===== config.mk =====
export PLATFORM = sky130hd
export DESIGN_NAME = rtc_write_sequencer
export DESIGN_NICKNAME = d
export VERILOG_FILES = /design/src/rtl/rtc_pkg.sv /design/src/rtl/rtc_bcd_check.sv /design/src/rtl/rtc_write_sequencer.sv
export SDC_FILE = /design/constraint.sdc
export NUM_CORES = 1
export LEC_CHECK = 0
export CORE_ASPECT_RATIO = 1.5
export CORE_UTILIZATION = 41
export DETAILED_ROUTE_END_ITERATION = 7
export PLACE_DENSITY = 0.71
export SLEW_MARGIN = 20
export SYNTH_ARGS = -nofsm -noshare
export SYNTH_HDL_FRONTEND = slang
export SYNTH_SLANG_ARGS = --single-unit

===== constraint.sdc =====
create_clock -name clk -period 3 [get_ports clk]
set_clock_uncertainty 0.15 [all_clocks]
set_input_delay 0.3 -clock clk [delete_from_list [all_inputs] [get_ports clk]]
set_output_delay 0.3 -clock clk [all_outputs]
set_load 0.01 [all_outputs]

===== src/rtl/rtc_pkg.sv =====
// Shared RTC constants: sequencer states, register addresses, command codes and BCD limits.
package rtc_pkg;

   localparam int unsigned BYTE_W  = 8;
   localparam int unsigned FIELD_N = 6;

   typedef enum logic [2:0] {
      ST_IDLE,
      ST_SEG,
      ST_MIN,
      ST_HORA,
      ST_DIA,
      ST_MES,
      ST_ANO,
      ST_COMMIT
   } rtc_wr_state_e;

   typedef enum logic [2:0] {
      FLD_SEC,
      FLD_MIN,
      FLD_HOUR,
      FLD_DAY,
      FLD_MONTH,
      FLD_YEAR
   } rtc_field_e;

   localparam logic [BYTE_W-1:0] ADDR_DIA     = 8'h24;
   localparam logic [BYTE_W-1:0] ADDR_MES     = 8'h25;
   localparam logic [BYTE_W-1:0] ADDR_ANO     = 8'h26;
   localparam logic [BYTE_W-1:0] ADDR_CMD_CLK = 8'hF1;
   localparam logic [BYTE_W-1:0] ADDR_CMD_TMR = 8'hF2;
   localparam logic [BYTE_W-1:0] CMD_COMMIT   = 8'h02;
   localparam logic [BYTE_W-1:0] DIR_IDLE     = 8'hFF;

   localparam logic [3:0]        BCD_MAX_NIBBLE = 4'h9;
   localparam logic [BYTE_W-1:0] BCD_MAX_SEC    = 8'h59;
   localparam logic [BYTE_W-1:0] BCD_MAX_MIN    = 8'h59;
   localparam logic [BYTE_W-1:0] BCD_MAX_HORA   = 8'h23;
   localparam logic [BYTE_W-1:0] BCD_MIN_DIA    = 8'h01;
   localparam logic [BYTE_W-1:0] BCD_MAX_DIA    = 8'h31;
   localparam logic [BYTE_W-1:0] BCD_MIN_MES    = 8'h01;
   localparam logic [BYTE_W-1:0] BCD_MAX_MES    = 8'h12;

   function automatic logic bcd_nibbles_ok(input logic [BYTE_W-1:0] v);
      return (v[7:4] <= BCD_MAX_NIBBLE) && (v[3:0] <= BCD_MAX_NIBBLE);
   endfunction

endpackage


===== src/rtl/rtc_bcd_check.sv =====
// Combinational BCD range check for one time/date field; out-of-range values are
// replaced by the field's safe default (0x01 for day/month, 0x00 otherwise).
module rtc_bcd_check
   import rtc_pkg::*;
(
   input  logic [BYTE_W-1:0] value_i,
   input  rtc_field_e        field_i,
   output logic [BYTE_W-1:0] fixed_o,
   output logic              err_o
);

   logic              bad;
   logic [BYTE_W-1:0] repl;

   always_comb begin
      bad  = !bcd_nibbles_ok(value_i);
      repl = 8'h00;
      case (field_i)
         FLD_SEC:   bad = bad | (value_i > BCD_MAX_SEC);
         FLD_MIN:   bad = bad | (value_i > BCD_MAX_MIN);
         FLD_HOUR:  bad = bad | (value_i > BCD_MAX_HORA);
         FLD_DAY: begin
            bad  = bad | (value_i < BCD_MIN_DIA) | (value_i > BCD_MAX_DIA);
            repl = BCD_MIN_DIA;
         end
         FLD_MONTH: begin
            bad  = bad | (value_i < BCD_MIN_MES) | (value_i > BCD_MAX_MES);
            repl = BCD_MIN_MES;
         end
         default: ;
      endcase
      fixed_o = bad ? repl : value_i;
      err_o   = bad;
   end

endmodule


===== src/rtl/rtc_write_sequencer.sv =====
// RTC write sequencer: snapshots time/date, writes each field over the DIR/DAT bus, then commits.
// Optional BCD range checking of captured values when RTC_WRITE_BCD_CHECK_EN is defined.
module rtc_write_sequencer
   import rtc_pkg::*;
(
   input  logic              clk,
   input  logic              reset,
   input  logic              Escritura,
   input  logic              En_clk,
   input  logic              DIR,
   input  logic              DAT,
   input  logic              cambio_estado,
   input  logic [BYTE_W-1:0] D_Seg,
   input  logic [BYTE_W-1:0] D_Min,
   input  logic [BYTE_W-1:0] D_Hora,
   input  logic [BYTE_W-1:0] Seg_E,
   input  logic [BYTE_W-1:0] Min_E,
   input  logic [BYTE_W-1:0] Hora_E,
   input  logic [BYTE_W-1:0] Dia_E,
   input  logic [BYTE_W-1:0] Mes_E,
   input  logic [BYTE_W-1:0] Ano_E,
   output logic [BYTE_W-1:0] Dir_E,
   output logic              E_Esc,
   output logic              Tr_Esc,
   output logic              Term_Esc,
   output logic              Err_Esc
);

   rtc_wr_state_e     state_q, state_d;
   logic [BYTE_W-1:0] dir_q, dir_d;
   logic              e_q, e_d;
   logic              tr_q, tr_d;
   logic              err_q, err_d;
   logic              mode_q, mode_d;
   logic              start;
   logic              term;
   logic [BYTE_W-1:0] fld_addr, fld_data;
   rtc_wr_state_e     fld_next;

   logic [BYTE_W-1:0] raw_val [FIELD_N];
   logic [BYTE_W-1:0] cap_val [FIELD_N];
   logic [BYTE_W-1:0] sh_q    [FIELD_N];
   logic [FIELD_N-1:0] cap_err;

   assign raw_val[0] = Seg_E;
   assign raw_val[1] = Min_E;
   assign raw_val[2] = Hora_E;
   assign raw_val[3] = Dia_E;
   assign raw_val[4] = Mes_E;
   assign raw_val[5] = Ano_E;

`ifdef RTC_WRITE_BCD_CHECK_EN
   for (genvar i = 0; i < FIELD_N; i++) begin : g_chk
      rtc_bcd_check u_chk (
         .value_i (raw_val[i]),
         .field_i (rtc_field_e'(3'(i))),
         .fixed_o (cap_val[i]),
         .err_o   (cap_err[i])
      );
   end
`else
   assign cap_val = raw_val;
   assign cap_err = '0;
`endif

   // Per-state bus address, data byte and successor state.
   always_comb begin
      fld_addr = DIR_IDLE;
      fld_data = DIR_IDLE;
      fld_next = ST_IDLE;
      case (state_q)
         ST_SEG:    begin fld_addr = D_Seg;    fld_data = sh_q[0]; fld_next = ST_MIN;  end
         ST_MIN:    begin fld_addr = D_Min;    fld_data = sh_q[1]; fld_next = ST_HORA; end
         ST_HORA:   begin
            fld_addr = D_Hora;
            fld_data = sh_q[2];
            fld_next = mode_q ? ST_DIA : ST_COMMIT;
         end
         ST_DIA:    begin fld_addr = ADDR_DIA; fld_data = sh_q[3]; fld_next = ST_MES;    end
         ST_MES:    begin fld_addr = ADDR_MES; fld_data = sh_q[4]; fld_next = ST_ANO;    end
         ST_ANO:    begin fld_addr = ADDR_ANO; fld_data = sh_q[5]; fld_next = ST_COMMIT; end
         ST_COMMIT: begin
            fld_addr = mode_q ? ADDR_CMD_CLK : ADDR_CMD_TMR;
            fld_data = CMD_COMMIT;
            fld_next = ST_IDLE;
         end
         default: ;
      endcase
   end

   always_comb begin
      state_d = state_q;
      dir_d   = dir_q;
      e_d     = e_q;
      tr_d    = tr_q;
      err_d   = err_q;
      mode_d  = mode_q;
      start   = 1'b0;
      term    = 1'b0;
      if (state_q == ST_IDLE) begin
         dir_d = DIR_IDLE;
         e_d   = 1'b0;
         tr_d  = 1'b0;
         if (Escritura) begin
            start   = 1'b1;
            state_d = ST_SEG;
            e_d     = 1'b1;
            err_d   = |cap_err;
            mode_d  = En_clk;
         end
      end else begin
         e_d = 1'b1;
         if (DIR) begin
            dir_d = fld_addr;
         end else if (DAT) begin
            dir_d = fld_data;
            if (state_q == ST_COMMIT) tr_d = 1'b1;
         end else if (cambio_estado) begin
            e_d     = 1'b0;
            state_d = fld_next;
            if (state_q == ST_COMMIT) begin
               tr_d  = 1'b0;
               term  = 1'b1;
               dir_d = DIR_IDLE;
            end
         end
      end
   end

   always_ff @(posedge clk) begin
      if (!reset) begin
         state_q <= ST_IDLE;
         dir_q   <= DIR_IDLE;
         e_q     <= 1'b0;
         tr_q    <= 1'b0;
         err_q   <= 1'b0;
         mode_q  <= 1'b0;
         for (int i = 0; i < FIELD_N; i++) sh_q[i] <= '0;
      end else begin
         state_q <= state_d;
         dir_q   <= dir_d;
         e_q     <= e_d;
         tr_q    <= tr_d;
         err_q   <= err_d;
         mode_q  <= mode_d;
         if (start) begin
            for (int i = 0; i < FIELD_N; i++) sh_q[i] <= cap_val[i];
         end
      end
   end

   assign Dir_E    = dir_q;
   assign E_Esc    = e_q;
   assign Tr_Esc   = tr_q;
   assign Err_Esc  = err_q;
   // Completion pulse is suppressed while reset is asserted.
   assign Term_Esc = term & reset;

endmodule


== Yosys cells after proc, flatten, opt, wreduce, memory -nomap -nowiden ==
Memories as Yosys holds them, arrays and structs flattened.
Index checks and enable logic that the tools add are counted.

* Register bits after elaboration: 14
* RAM bits: 48
* Input port bits: 79
* Output and inout bits: 12
* Logic and storage cells: 74
* Memories: 1

{| class="wikitable"
|+ Memories
! memory !! depth !! bits a word !! read ports !! clocked after Yosys merged registers in !! wr ports !! RTL line !! text
|-
| sh_q || 6 || 8 || 6 || 0 || 6 || rtc_write_sequencer.sv:42 || <nowiki>logic [BYTE_W-1:0] sh_q [FIELD_N];</nowiki>
|}

* Eq/ne operators: 10
* Mux-type cells: 39
* Bitwise gates (word level): 9
* Reductions and logical operators: 10

{| class="wikitable"
|+ Operator list
! operator !! count
|-
| $pmux 8 s7 || 2
|-
| $mux 8 || 10
|-
| $mux 1 || 19
|-
| $pmux 3 s6 || 1
|-
| $mux 3 || 5
|-
| $eq 3x3->1 const B || 4
|-
| $eq 3x2->1 const B || 2
|-
| $or 1x1->1 || 6
|-
| $reduce_bool 3->1 || 2
|-
| $mux 2 || 2
|-
| $ne 2x1->1 const B || 2
|-
| $reduce_and 2->1 || 2
|-
| $reduce_and 4->1 || 1
|-
| $reduce_bool 2->1 || 2
|-
| $eq 3x1->1 const B || 1
|-
| $logic_not 3->1 || 1
|-
| $reduce_and 3->1 || 1
|-
| $ne 2x2->1 const B || 1
|-
| $not 1->1 || 2
|-
| $reduce_or 2->1 || 1
|-
| $and 1x1->1 || 1
|}

== Logic depth before layout (Yosys ltp) ==
* Word-level depth: 7
* Depth in mapped cells: 8
* Mapped depth without buffers: 5

== Least setup slack after synthesis ==
Ideal clock, no wire load.

* Path type: register to register
* From: register state_q[0]
* To: memory sh_q[0][0] (enable)
* Setup time: 407 ps
* Arrival time: 1885 ps
* Data required time: 2443 ps
* Slack: 558 ps
* Cell stages (with the launch flop): 5
* Path buffers: 1
* Period minus slack after synthesis: 2442 ps
* Cells stage by stage: dfxtp_1 > buf_2 > nor3_1 > nand2_1 > nand2_1

{| class="wikitable"
|+ RTL lines
! what !! RTL line !! text
|-
| from (decl) || rtc_write_sequencer.sv:29 || <nowiki>rtc_wr_state_e state_q, state_d;</nowiki>
|-
| from (signal assigned) || rtc_write_sequencer.sv:140 || <nowiki>state_q <= state_d;</nowiki>
|-
| to (decl) || rtc_write_sequencer.sv:42 ||
|}

== Worst setup path after layout ==
* From: register state_q[1]
* To: output Term_Esc

* Cells in the longest elaborated chain, start to end: 7
* Elaborated cells between the ends (all ways): 8
* Classes of those cells: eq/ne: 1; mux: 5; bitwise: 1; reduce/logical: 1

{| class="wikitable"
|+ Ends and longest elaborated chain
! what !! RTL line !! text
|-
| $eq 3x3->1 || rtc_write_sequencer.sv:121 || <nowiki>if (state_q == ST_COMMIT) begin</nowiki>
|-
| $mux 1 || rtc_write_sequencer.sv:121 ||
|-
| $mux 1 || rtc_write_sequencer.sv:118 || <nowiki>end else if (cambio_estado) begin</nowiki>
|-
| $mux 1 || rtc_write_sequencer.sv:115 || <nowiki>end else if (DAT) begin</nowiki>
|-
| $mux 1 || rtc_write_sequencer.sv:113 || <nowiki>if (DIR) begin</nowiki>
|-
| $mux 1 (*) || rtc_write_sequencer.sv:100 || <nowiki>if (state_q == ST_IDLE) begin</nowiki>
|-
| $and 1x1->1 (*) || rtc_write_sequencer.sv:157 || <nowiki>assign Term_Esc = term & reset;</nowiki>
|-
| to (decl) || rtc_write_sequencer.sv:25 || <nowiki>output logic Term_Esc,</nowiki>
|}

Every way passes the cells marked *; elsewhere a longest branch is shown, timed or not.

==> run_results.csv <==
group,metric,value,unit
outcome,status,"completed",
floorplanning,dieArea,0.00792,mm^2
power_and_ir_drop,clkPwrFrac,0.374,
layout,fin_nets,441,
setup_path,path_class,"reg -> out",
power_and_ir_drop,power.density,480,mW/mm^2
clock_tree,cts_resized,0,
synth,synth_edf_count,48,
setup_path,cp.arrival,2.11,ns
synth,synth_top_area_frac,0.465,
hold_path,hp-class,"reg -> reg",
synth,muxShareOfSynthArea,0.0678,
clock_tree,root_buffer,"clkbuf_8",
synth,synth-adder-area-share,0,
setup_path,crit_required,2.55,ns
sta,fin_tns_setup,0,ns
setup_path,r2r_end,"Dir_E[4]",
clock_tree,cts_max_level,3,
clock_tree,clock_path_buffers,2,
drt,via_count,2395,
setup_path,slowest_stage,"dfxtp_1",
synth,async_reset_ff_frac,0,
power_and_ir_drop,ir_drop,263,uV
layout,syn_to_final_growth,38.3,%
synth,yosys.cell_types.count,50,
layout,drive_gt1_frac,0.0872,
synth,yosysMostFrequentCell,"and2_1",
layout,postLayoutCoreUtil,0.590,
power_and_ir_drop,p_switching,443,uW
floorplanning,die_w,73,um
synth,synth_area,0.00310,mm^2
layout,multi_input_area,0.00126,mm^2
power_and_ir_drop,internal_power,1.62,mW
synth,synthXorXnorAreaFrac,0.00282,
global_routing,grt_pass1_wl,10300,um
synth,yosysWarnings,0,
sta,rsz0062_at_grt,"no",
floorplanning,initial_core_util,0.426,
synth,syn_area_per_cell,11.3,um^2
hold_path,hp-start,"Dir_E[2]",
floorplanning,rows,38,
floorplanning,num_io_pins,91,
power_and_ir_drop,power_leakage,1.59,nW
setup_path,crit_top_cell,"and3_1",
sta,max_clock_freq,391,MHz
synth,yosys-top-cells-area,"edfxtp_1 (46%), and2_1 (10%), dfxtp_1 (9.0%)",
synth,syn_nets,353,
setup_path,timing.critical_path.buf_inv,1,
clock_tree,numCtsBuffers,9,
floorplanning,core,0.00727,mm^2
global_routing,track_usage,0.175,
power_and_ir_drop,power_frac_comb,0.135,
sta,fin_crit,2.56,ns
clock_tree,postCtsSetupBuffers,0,
layout,fill_cells,612,
clock_tree,insertion_delay,0.33,ns
placed_design,place_congestion,0.799,
sta,final.setup.worst_slack,0.443,ns
setup_path,path_delay_family,"flip-flops",
layout,num_antenna_cells,0,
setup_path,crit_start,"state_q[1]",
setup_path,crit_path_end_kind,"primary output",
sta,timing.slew.headroom,0.568,
synth,yosys.area_share.simple,0.182,
floorplanning,die_height,109,um
synth,ys_seq_area_frac,0.555,
power_and_ir_drop,swShare,0.215,
setup_path,worstPathCellList,"and3_1, and3_1, clkdlybuf4s50_1",
synth,yosys-top-cells-count,"and2_1 (50), edfxtp_1 (48), a21oi_1 (18), dfxtp_1 (14), mux2i_1 (12)",
drt,ant_nets,0,
global_routing,grt_max_degree,50,
sta,report.final.slew_viol_count,0,
synth,synth_top_family_by_area,"simple AND/OR/NAND/NOR gates",
power_and_ir_drop,power,2.06,mW
placed_design,dp_slack,0.475,ns
synth,synth_ff_type,"edfxtp_1",
synth,synth_compound_area_frac,0.151,
drt,wire_per_inst,13.9,um
sta,hold_viol,0,
drt,totalWireLength,6510,um
setup_path,crit_path_end,"Term_Esc",
setup_path,critical-path-max-stage-delay,0.74,ns
drt,vias_per_cell,5.13,
clock_tree,ctsHoldBuffers,0,
setup_path,r2r-start,"state_q[1]",
synth,netlist_instances,274,
global_routing,grt_overflow,0,
setup_path,path_max_fanout,18,
drt,first_pass_iters,4,
setup_path,cp-start-kind,"flip-flop",
power_and_ir_drop,pwr-share-seq,0.491,
clock_tree,clock-sinks,62,
global_routing,grt_antenna_before_repair,0,
drt,drt_iter0_drc,82,
clock_tree,clkTransAtPathRegs,0.07,ns
sta,setup_viol,0,
setup_path,critical_path_cell_count,3,
setup_path,r2r_slack,0.58,ns
layout,seqCellArea,0.00172,mm^2
sta,tightest_slew,0.648,ns
setup_path,r2r_cells,6,
sta,min_period_over_period,0.852,
clock_tree,cts_tree,"done",
drt,drc,0,
synth,synth_top_area_cell,"edfxtp_1",
placed_design,port_buffers,89,
synth,synth-seq-cells,62,
job,drv_cap,0,
placed_design,hpwl,4700,um
global_routing,first_global_vias,2251,
[worst min-delay path by stage]
stage,to,slack (ns),cells past startpoint
final,Dir_E[2],0.31,1
after global routing,Dir_E[1],0.32,1
after CTS,Dir_E[2],0.31,1
after global placement,Dir_E[1],0.29,1
after floorplan,state_q[2],0.27,1
after detailed placement,Dir_E[2],0.30,1
[registers in the layout, summed over array words and instances, names as in the netlist]
register and count:
mode_q 1, state_q 3, E_Esc 1, sh_q 48, Tr_Esc 1, Dir_E 8
[through the flow]
| step | instances | hold WS, ns | instance area (um^2) |
|---|---|---|---|
| floorplan | 274 | 0.272 | 3100 |
| global placement | 451 | 0.294 | 4080 |
| detailed placement | 451 | 0.298 | 4080 |
| CTS | 467 | 0.313 | 4290 |
| global route | 467 | 0.324 | 4290 |
| finish | 467 | 0.312 | 4290 |
[cell families after synthesis]
| kind of cell | count (synthesis) |
|---|---|
| compound gates | 69 |
| flops | 62 |
| simple gates | 96 |
| buf+inv | 25 |
| mux | 20 |
| other cells | 1 |
| xor+xnor | 1 |
[worst reg2reg max path, stage by stage, from the launching register on]
cell and delay (ns):
dfxtp_1 0.74, buf_4 0.43, mux2_2 0.39, a221oi_1 0.25, a21oi_1 0.10, o22ai_1 0.17, o21ai_1 0.08
[power by group through the flow]
stage | sequential, mW | combinational (mW) | clock [mW]
2_1_floorplan | 1.03 | 0.132 | 0
3_3_place_gp | 1.03 | 0.278 | 0
3_5_place_dp | 1.03 | 0.281 | 0
4_1_cts | 1.01 | 0.282 | 0.784
5_1_grt | 1.02 | 0.305 | 0.825
6_report | 1.01 | 0.278 | 0.771
[cell type report]
cell class | count | area share
Clock inverter | 7 | 0.0207
Timing Repair Buffer | 97 | 0.222
Multi-Input combinational cell | 187 | 0.294
Tap cell | 100 | 0.0292
Clock buffer | 9 | 0.0289
Sequential cell | 62 | 0.401
Inverter | 5 | 0.00438
[layer usage]
layer | global-route usage | routed length (um)
met1 | 0.192 | 2590
met2 | 0.309 | 3380
met3 | 0.0382 | 349
met4 | 0.0924 | 199
met5 | 0 | 0
[cells in the final DEF, fill, tap and decap left out, types with 2 or more instances in the layout]
master           netlist  final
clkbuf_8               0      9
and3_1                 4      3
nand2_1                9      8
or3_1                  2      2
nand3_1                3      3
a221oi_1               4      4
clkdlybuf4s50_1        0     89
a21oi_1               18     18
nor2_1                 8      8
inv_1                  4      4
clkinv_1               0      2
a221o_1                3      3
nor3_1                 2      2
a211oi_1               8      8
buf_4                  2      8
a211o_1                3      3
o21ai_1                9      9
mux2i_1               12     12
nand2b_1               5      5
o21ai_0                3      3
o22ai_1                4      4
bufinv_16              0      2
a2bb2oi_1              2      2
dfxtp_1               14     14
o211ai_1               3      3
nand3b_1               5      5
and2_1                50     50
nor2b_1                4      4
mux2_2                 7      7
a22o_1                 2      2
edfxtp_1              48     48
Power figures use the tool's default switching activity.
